===== src/rtl/sorted_ram_pkg.sv =====
// Shared sizes and the writer FSM state type for the sorted-array search memory.
package sorted_ram_pkg;
  localparam int DATA_W = 8;
  localparam int ADDR_W = 5;
  localparam int DEPTH  = 32;
  localparam int CNT_W  = ADDR_W + 1;

  localparam logic [CNT_W-1:0] DEPTH_CNT = CNT_W'(DEPTH);

  typedef enum logic [1:0] {
    S_IDLE = 2'd0,
    S_RD   = 2'd1,
    S_CMP  = 2'd2,
    S_WR   = 2'd3
  } wr_state_t;
endpackage


===== src/rtl/sorted_ram_writer_if.sv =====
// Value-insert handshake into the sorted RAM writer.
interface sorted_ram_writer_if;
  import sorted_ram_pkg::*;

  // valid/ready: the producer holds in_valid and in_data stable until it sees
  // in_ready; a value moves on any rising clk edge where both are high, and
  // in_ready never depends combinationally on in_valid.
  logic              in_valid;
  logic [DATA_W-1:0] in_data;
  logic              in_ready;

  modport master (output in_valid, output in_data, input in_ready);
  modport slave  (input in_valid, input in_data, output in_ready);
endinterface


===== src/rtl/sorted_ram_writer.sv =====
// Inserts values one at a time into an external RAM, keeping entries [0..count-1]
// in ascending unsigned order by shifting larger entries up one slot.
module sorted_ram_writer
  import sorted_ram_pkg::*;
(
  input  logic                clk,
  input  logic                reset,
  sorted_ram_writer_if.slave  in_if,
  input  logic                clear,
  output logic [ADDR_W-1:0]   rd_addr,
  input  logic [DATA_W-1:0]   rd_data,
  output logic                wr_en,
  output logic [ADDR_W-1:0]   wr_addr,
  output logic [DATA_W-1:0]   wr_data,
  output logic [CNT_W-1:0]    count,
  output logic                full,
  output logic                busy,
  output logic                done,
  output wr_state_t           state_dbg
);
  wr_state_t         state;
  logic [DATA_W-1:0] val;
  logic [CNT_W-1:0]  idx;
  logic [ADDR_W-1:0] slot;
  logic              take;
  logic              shift;

  // idx never exceeds count-at-accept, which is below DEPTH, so it fits a RAM address.
  assign slot = idx[ADDR_W-1:0];

  assign full           = (count == DEPTH_CNT);
  assign in_if.in_ready = (state == S_IDLE) && !full && !clear;
  assign take           = in_if.in_valid && in_if.in_ready;
  assign shift          = (state == S_CMP) && (rd_data > val);
  assign busy           = (state != S_IDLE);
  assign done           = (state == S_WR);
  assign wr_en          = shift || done;
  assign wr_addr        = slot;
  assign wr_data        = done ? val : rd_data;
  assign state_dbg      = state;

  // Reading slot-1 whenever busy keeps the read address off the write address,
  // including the wrap to the top slot when the final write lands at 0.
  assign rd_addr = (state == S_IDLE) ? '0 : (slot - ADDR_W'(1));

  always_ff @(posedge clk) begin
    if (reset) begin
      state <= S_IDLE;
      count <= '0;
      val   <= '0;
      idx   <= '0;
    end else begin
      case (state)
        S_IDLE: begin
          if (clear) begin
            count <= '0;
          end else if (take) begin
            val   <= in_if.in_data;
            idx   <= count;
            state <= (count == '0) ? S_WR : S_RD;
          end
        end
        S_RD: begin
          state <= S_CMP;
        end
        S_CMP: begin
          // Strict compare: equal entries stay below the new value.
          if (shift) begin
            idx   <= idx - CNT_W'(1);
            state <= (idx == CNT_W'(1)) ? S_WR : S_RD;
          end else begin
            state <= S_WR;
          end
        end
        S_WR: begin
          count <= count + CNT_W'(1);
          state <= S_IDLE;
        end
        default: begin
          state <= S_IDLE;
        end
      endcase
    end
  end
endmodule


===== src/flat_wrapper.sv =====
// flat-port wrapper written by rule: the top's interface ports become plain ports
module sorted_ram_writer_flat import sorted_ram_pkg::*;
  (clk, reset, clear, rd_addr, rd_data, wr_en, wr_addr, wr_data, count, full, busy, done, state_dbg, in_if_in_valid, in_if_in_data, in_if_in_ready);
  sorted_ram_writer_if in_if_i ();
  input  logic clk;
  input  logic reset;
  input  logic clear;
  output logic [ADDR_W-1:0] rd_addr;
  input  logic [DATA_W-1:0] rd_data;
  output logic wr_en;
  output logic [ADDR_W-1:0] wr_addr;
  output logic [DATA_W-1:0] wr_data;
  output logic [CNT_W-1:0] count;
  output logic full;
  output logic busy;
  output logic done;
  output wr_state_t state_dbg;
  input wire logic [$bits(in_if_i.in_valid)-1:0] in_if_in_valid;
  input wire logic [$bits(in_if_i.in_data)-1:0] in_if_in_data;
  output wire logic [$bits(in_if_i.in_ready)-1:0] in_if_in_ready;
  assign in_if_i.in_valid = in_if_in_valid;
  assign in_if_i.in_data = in_if_in_data;
  assign in_if_in_ready = in_if_i.in_ready;
  sorted_ram_writer u_core (.clk(clk), .reset(reset), .in_if(in_if_i), .clear(clear), .rd_addr(rd_addr), .rd_data(rd_data), .wr_en(wr_en), .wr_addr(wr_addr), .wr_data(wr_data), .count(count), .full(full), .busy(busy), .done(done), .state_dbg(state_dbg));
endmodule

===== config.mk =====
export PLATFORM = sky130hd
export DESIGN_NAME = sorted_ram_writer_flat
export DESIGN_NICKNAME = d
export VERILOG_FILES = /design/src/rtl/sorted_ram_pkg.sv /design/src/rtl/sorted_ram_writer_if.sv /design/src/rtl/sorted_ram_writer.sv /design/src/flat_wrapper.sv
export SDC_FILE = /design/constraint.sdc
export NUM_CORES = 1
export LEC_CHECK = 0
export CAP_MARGIN = 10
export CORE_MARGIN = 2
export CORE_UTILIZATION = 46
export DETAILED_ROUTE_END_ITERATION = 10
export PLACE_DENSITY = 0.81
export SYNTH_ARGS = -nofsm -noshare
export SYNTH_HDL_FRONTEND = slang
export SYNTH_SLANG_ARGS = --single-unit

===== constraint.sdc =====
create_clock -name clk -period 2.6 [get_ports clk]
set_input_delay 0.26 -clock clk [delete_from_list [all_inputs] [get_ports clk]]
set_output_delay 0.26 -clock clk [all_outputs]
set_load 0.02 [all_outputs]

Word-level counts from Yosys, hierarchy flattened
Cells that the tools add are included.
- memories: 0
- bits in latches: 0
- output and inout port bits: 31
- ROM bits: 0
- bits in writable memories: 0
- flip-flop bits (word level): 22
- bitwise logic cells: 1
- eq/ne operators: 9
- div/mod/pow operators: 0
- shift operators: 0
- magnitude comparators: 1
- mux-type cells: 14
- $add $sub $neg: 3
- reductions and logical operators: 16
- multipliers: 0
- operators by type and width (cell ; count):
    $mux W6 ; 4
    $pmux W6 S2 ; 2
    $mux W2 ; 5
    $gt A8 B8 Y1 ; 1
    $mux W8 ; 1
    $pmux W2 S4 ; 1
    $add A6 B1 Y6 const B ; 1
    $eq A6 B1 Y1 const B ; 1
    $eq A6 B6 Y1 const B ; 1
    $logic_not A6 Y1 ; 1
    $reduce_bool A2 Y1 ; 3
    $sub A6 B1 Y6 const B ; 1
    $mux W5 ; 1
    $sub A5 B1 Y5 const B ; 1
    $eq A2 B2 Y1 const B ; 2
    $logic_and A1 B1 Y1 ; 4
    $ne A2 B1 Y1 const B ; 2
    $ne A2 B2 Y1 const B ; 2
    $reduce_and A2 Y1 ; 2
    $reduce_and A4 Y1 ; 1
    $reduce_and A3 Y1 ; 1
    $eq A2 B1 Y1 const B ; 1
    $logic_not A1 Y1 ; 2
    $logic_not A2 Y1 ; 1
    other kinds (2) ; 2

Longest topological paths before layout
- word-level depth: 8
- mapped depth: 8

Worst setup path after synthesis
OpenSTA, ideal clock, no wires.
- path type: flip-flop to flip-flop
- start: reg u_core.count[0]
- end: reg u_core.idx[5]
- clock period less this slack: 2.203 ns
- buffers on the path: 0
- data required time: 2.529 ns
- arrival time: 2.132 ns
- path slack: 0.397 ns
- stages on the path, launching flop included: 8
- library setup time: 0.071 ns
- path through: dfxtp_1 inv_1 ha_1 nor4b_2 a2111oi_4 a21oi_2 a221o_1 a21oi_1
- longest elaborated chain between the ends: 7
- RTL lines (item ; RTL line ; source):
    start: declaration ; sorted_ram_writer.sv:15 ; output logic [CNT_W-1:0] count,
    start signal: assignment ; sorted_ram_writer.sv:76 ; count <= count + CNT_W'(1);
    $eq A6 B6 Y1 ; sorted_ram_writer.sv:31 ; assign full = (count == DEPTH_CNT);
    $logic_not A1 Y1 ; sorted_ram_writer.sv:32 ; assign in_if.in_ready = (state == S_IDLE) && !full && !clear;
    $logic_and A1 B1 Y1 (2 in a row) ; sorted_ram_writer.sv:32 ;
    $logic_and A1 B1 Y1 ; sorted_ram_writer.sv:33 ; assign take = in_if.in_valid && in_if.in_ready;
    $ne A2 B1 Y1 (no source line) ; - ;
    $reduce_and A4 Y1 (no source line) ; - ;
    end signal: assignment ; sorted_ram_writer.sv:59 ; idx <= count;
    end signal: assignment ; sorted_ram_writer.sv:69 ; idx <= idx - CNT_W'(1);
    end: declaration ; sorted_ram_writer.sv:23 ; logic [CNT_W-1:0] idx;
No other way between the ends.
A chain may end at the register's enable or synchronous reset.

Worst setup path after layout
- start: reg u_core.state[1], in the netlist u_core.state_dbg[1]
- end: out wr_data[4]
- longest elaborated chain between the ends: 2
- RTL lines (item ; RTL line ; source):
    start: declaration ; sorted_ram_writer.sv:21 ; wr_state_t state;
    start signal: assignment ; sorted_ram_writer.sv:60 ; state <= (count == '0) ? S_WR : S_RD;
    start signal: assignment ; sorted_ram_writer.sv:70 ; state <= (idx == CNT_W'(1)) ? S_WR : S_RD;
    $eq A2 B2 Y1 ; sorted_ram_writer.sv:36 ; assign done = (state == S_WR);
    $mux W8 ; sorted_ram_writer.sv:39 ; assign wr_data = done ? val : rd_data;
    end: declaration ; flat_wrapper.sv:12 ; output logic [DATA_W-1:0] wr_data;
No other way between the ends.

==> flow_summary.json <==
{
  "outcome": "finished, final reports clean",
  "cp-end-kind": "output pin",
  "yosysTopAreaCell": "dfxtp_1",
  "finalSetupViolCount": 0,
  "placed_cells": 291,
  "area.growth.synth_to_final_pct": 39.82,
  "synthArstFlopShare_pct": 0,
  "peakVddDrop_mv": 0.1848,
  "finalMaxSlewViolations": 0,
  "io_pins": 51,
  "vias": 1531,
  "synth-seq-area-share_pct": 29.02,
  "path_class": "reg2out",
  "hold_slack_ns": 0.5041,
  "clockRootBuffer": "clkbuf_4",
  "pre_cts_ws_ns": 0.09547,
  "synth_top_area_share_pct": 29.02,
  "cp_slowest_stage_delay_ns": 0.63,
  "ant_nets": 0,
  "hold_viol": 0,
  "cap_violations": 0,
  "critPathTopFamily": "buffers and inverters",
  "powerDensity_mw_per_mm2": 463.9,
  "antennaDiodeCount": 0,
  "place_area_mm2": 0.002073,
  "period_minus_slack_ns": 2.343,
  "drive_gt1_share_pct": 8.367,
  "period_share_pct": 90.13,
  "p_leak_nw": 0.8492,
  "syn_nets": 233,
  "io_buffers": 50,
  "drt_wl_total_um": 3536,
  "cts.path.max_buffers": 2,
  "cts_tree": "done",
  "grt_max_degree": 17,
  "gp_congestion": 0.8982,
  "gr-total-overflow": 0,
  "fin_area_mm2": 0.002122,
  "required_ns": 2.34,
  "drt_first_pass_iters": 4,
  "hold_class": "reg2reg",
  "vias_per_cell": 5.190,
  "worstPathCellList": "nand2_1 > buf_4 > o21ai_0 > clkdlybuf4s50_1",
  "ys_ff_latch": 22,
  "path_max_fanout": 13,
  "slowest_stage": "clkdlybuf4s50_1",
  "crit_path_start_kind": "flop",
  "syn_area_mm2": 0.001518,
  "dp_hpwl_um": 2747,
  "skew_ns": 0.001504,
  "drt_first_iter_violations": 67,
  "final_cell_count_no_fill": 295,
  "synth_flop_cell": "dfxtp_1",
  "syn_inst": 201,
  "die_area_mm2": 0.003775,
  "netlist-cell-type-count": 40,
  "initial_core_util_pct": 48.91,
  "die_w_um": 61.44,
  "clk_pin_slew_ns": 0.12,
  "remaining_drc_errors": 0,
  "antenna_found_initial": 0,
  "rsz0062_at_grt": "no",
  "synth_edf_count": 0,
  "synth_commonest_cells": "nor2_1 (26), a21oi_1 (25), dfxtp_1 (22)",
  "avgSynthCellArea_um2": 7.551,
  "maxSlewHeadroom_pct": 68.61,
  "die_h_um": 61.44,
  "total_power_uw": 984.3,
  "worstMarginPinSlew_ns": 0.4698,
  "track_usage_pct": 20.20,
  "clock-sinks": 22,
  "setup_tns_ns": 0,
  "worst-path-buf-inv": 2,
  "arrival_ns": 2.08,
  "core-area_mm2": 0.003103,
  "setup_slack_ns": 0.2568,
  "synth_area_leaders": "dfxtp_1 (29%), ha_1 (9.9%), a21oi_1 (8.2%), nor2_1 (6.4%), nand2_1 (4.2%)",
  "grt_first_pass_wirelength_um": 5878,
  "htree_levels": 1,
  "fin_util_pct": 68.39,
  "floorplan.rows": 20,
  "clk_latency_ns": 0.31,
  "fin_nets": 284,
  "wl_per_cell_um": 11.99,
  "yosysMostFrequentCell": "nor2_1",
  "cts_buffers": 3,
  "grt_pass1_vias": 1375,
  "ys_warn_count": 0,
  "max_freq_mhz": 426.8
}
[kinds of logic after synthesis]
family | Yosys count | share of synthesized area, %
AND/OR/NAND/NOR | 79 | 26.22
adder cells (fa/ha/maj) | 12 | 9.893
multiplexers | 1 | 0.6595
XOR/XNOR | 7 | 4.040
AO/OA/AOI/OAI | 52 | 22.01
flip-flops | 22 | 29.02
buffers and inverters | 28 | 8.162
[repair_timing]
action / in CTS / in global routing
hold buffers: 0 / 0
hold endpoints to repair: 0 / 0
setup buffers: 0 / 0
endpoints found under the setup margin: 0 / 8
resized for setup: 0 / 3
[where the power goes]
part	switching, mW	leakage, nW	internal [mW]
Combinational	0.213	0.649	0.202
Clock	0.108	0.0210	0.0855
Sequential	0.0188	0.179	0.356
Total	0.340	0.849	0.644
[flip-flops by register name, summed over array words and instances (netlist names)]
name,count
u_core.state_dbg,2
u_core.idx,6
u_core.count,6
u_core.val,8
[final timing paths]
path | cells after the start | from | slack (ns) | end
worst max register to register | 7 | u_core.count[1] | 0.56 | u_core.idx[5]
worst min-delay path | 2 | u_core.idx[5] | 0.50 | u_core.idx[5]
worst max-delay path | 4 | u_core.state_dbg[1] | 0.26 | wr_data[4]
worst min register to register | 2 | u_core.idx[5] | 0.50 | u_core.idx[5]
[final cells by class]
class,instances,area [um2]
well taps,44,55.05
clock buffers,4,36.28
flip-flops and latches,22,441.7
repair buffers,59,570.5
inverters,15,56.30
fillers,303,980.9
multi-input cells,151,962.2
[tightest hold or removal path, stage by stage, from the launching register on]
cell	delay (ns)
dfxtp_1	0.35
nand3_1	0.07
a21oi_1	0.05
[cells in the final DEF, fill, tap and decap left out, types with 2 or more instances in the layout]
cell             count
clkdlybuf4s50_1     49
nor2_1              26
a21oi_1             25
dfxtp_1             21
nand2_1             17
inv_1               15
ha_1                12
o21ai_0             11
buf_4                9
nand3_1              7
xnor2_1              6
nand2b_1             6
nor3_1               5
nor2b_1              4
o211ai_1             3
and4_1               3
o221ai_1             3
clkbuf_4             3
nand3b_1             2
[per-layer routing]
layer | GRT usage (%) | wire length (um) | vias to the layer above
met4 | 4.255 | 24 | 0
met3 | 2.941 | 186 | 5
met1 | 26.15 | 1637 | 676
met5 | 0 | 0 | -
li1 | - | - | 794
met2 | 35.71 | 1689 | 56
No activity file was read; power rests on OpenSTA's default activity.
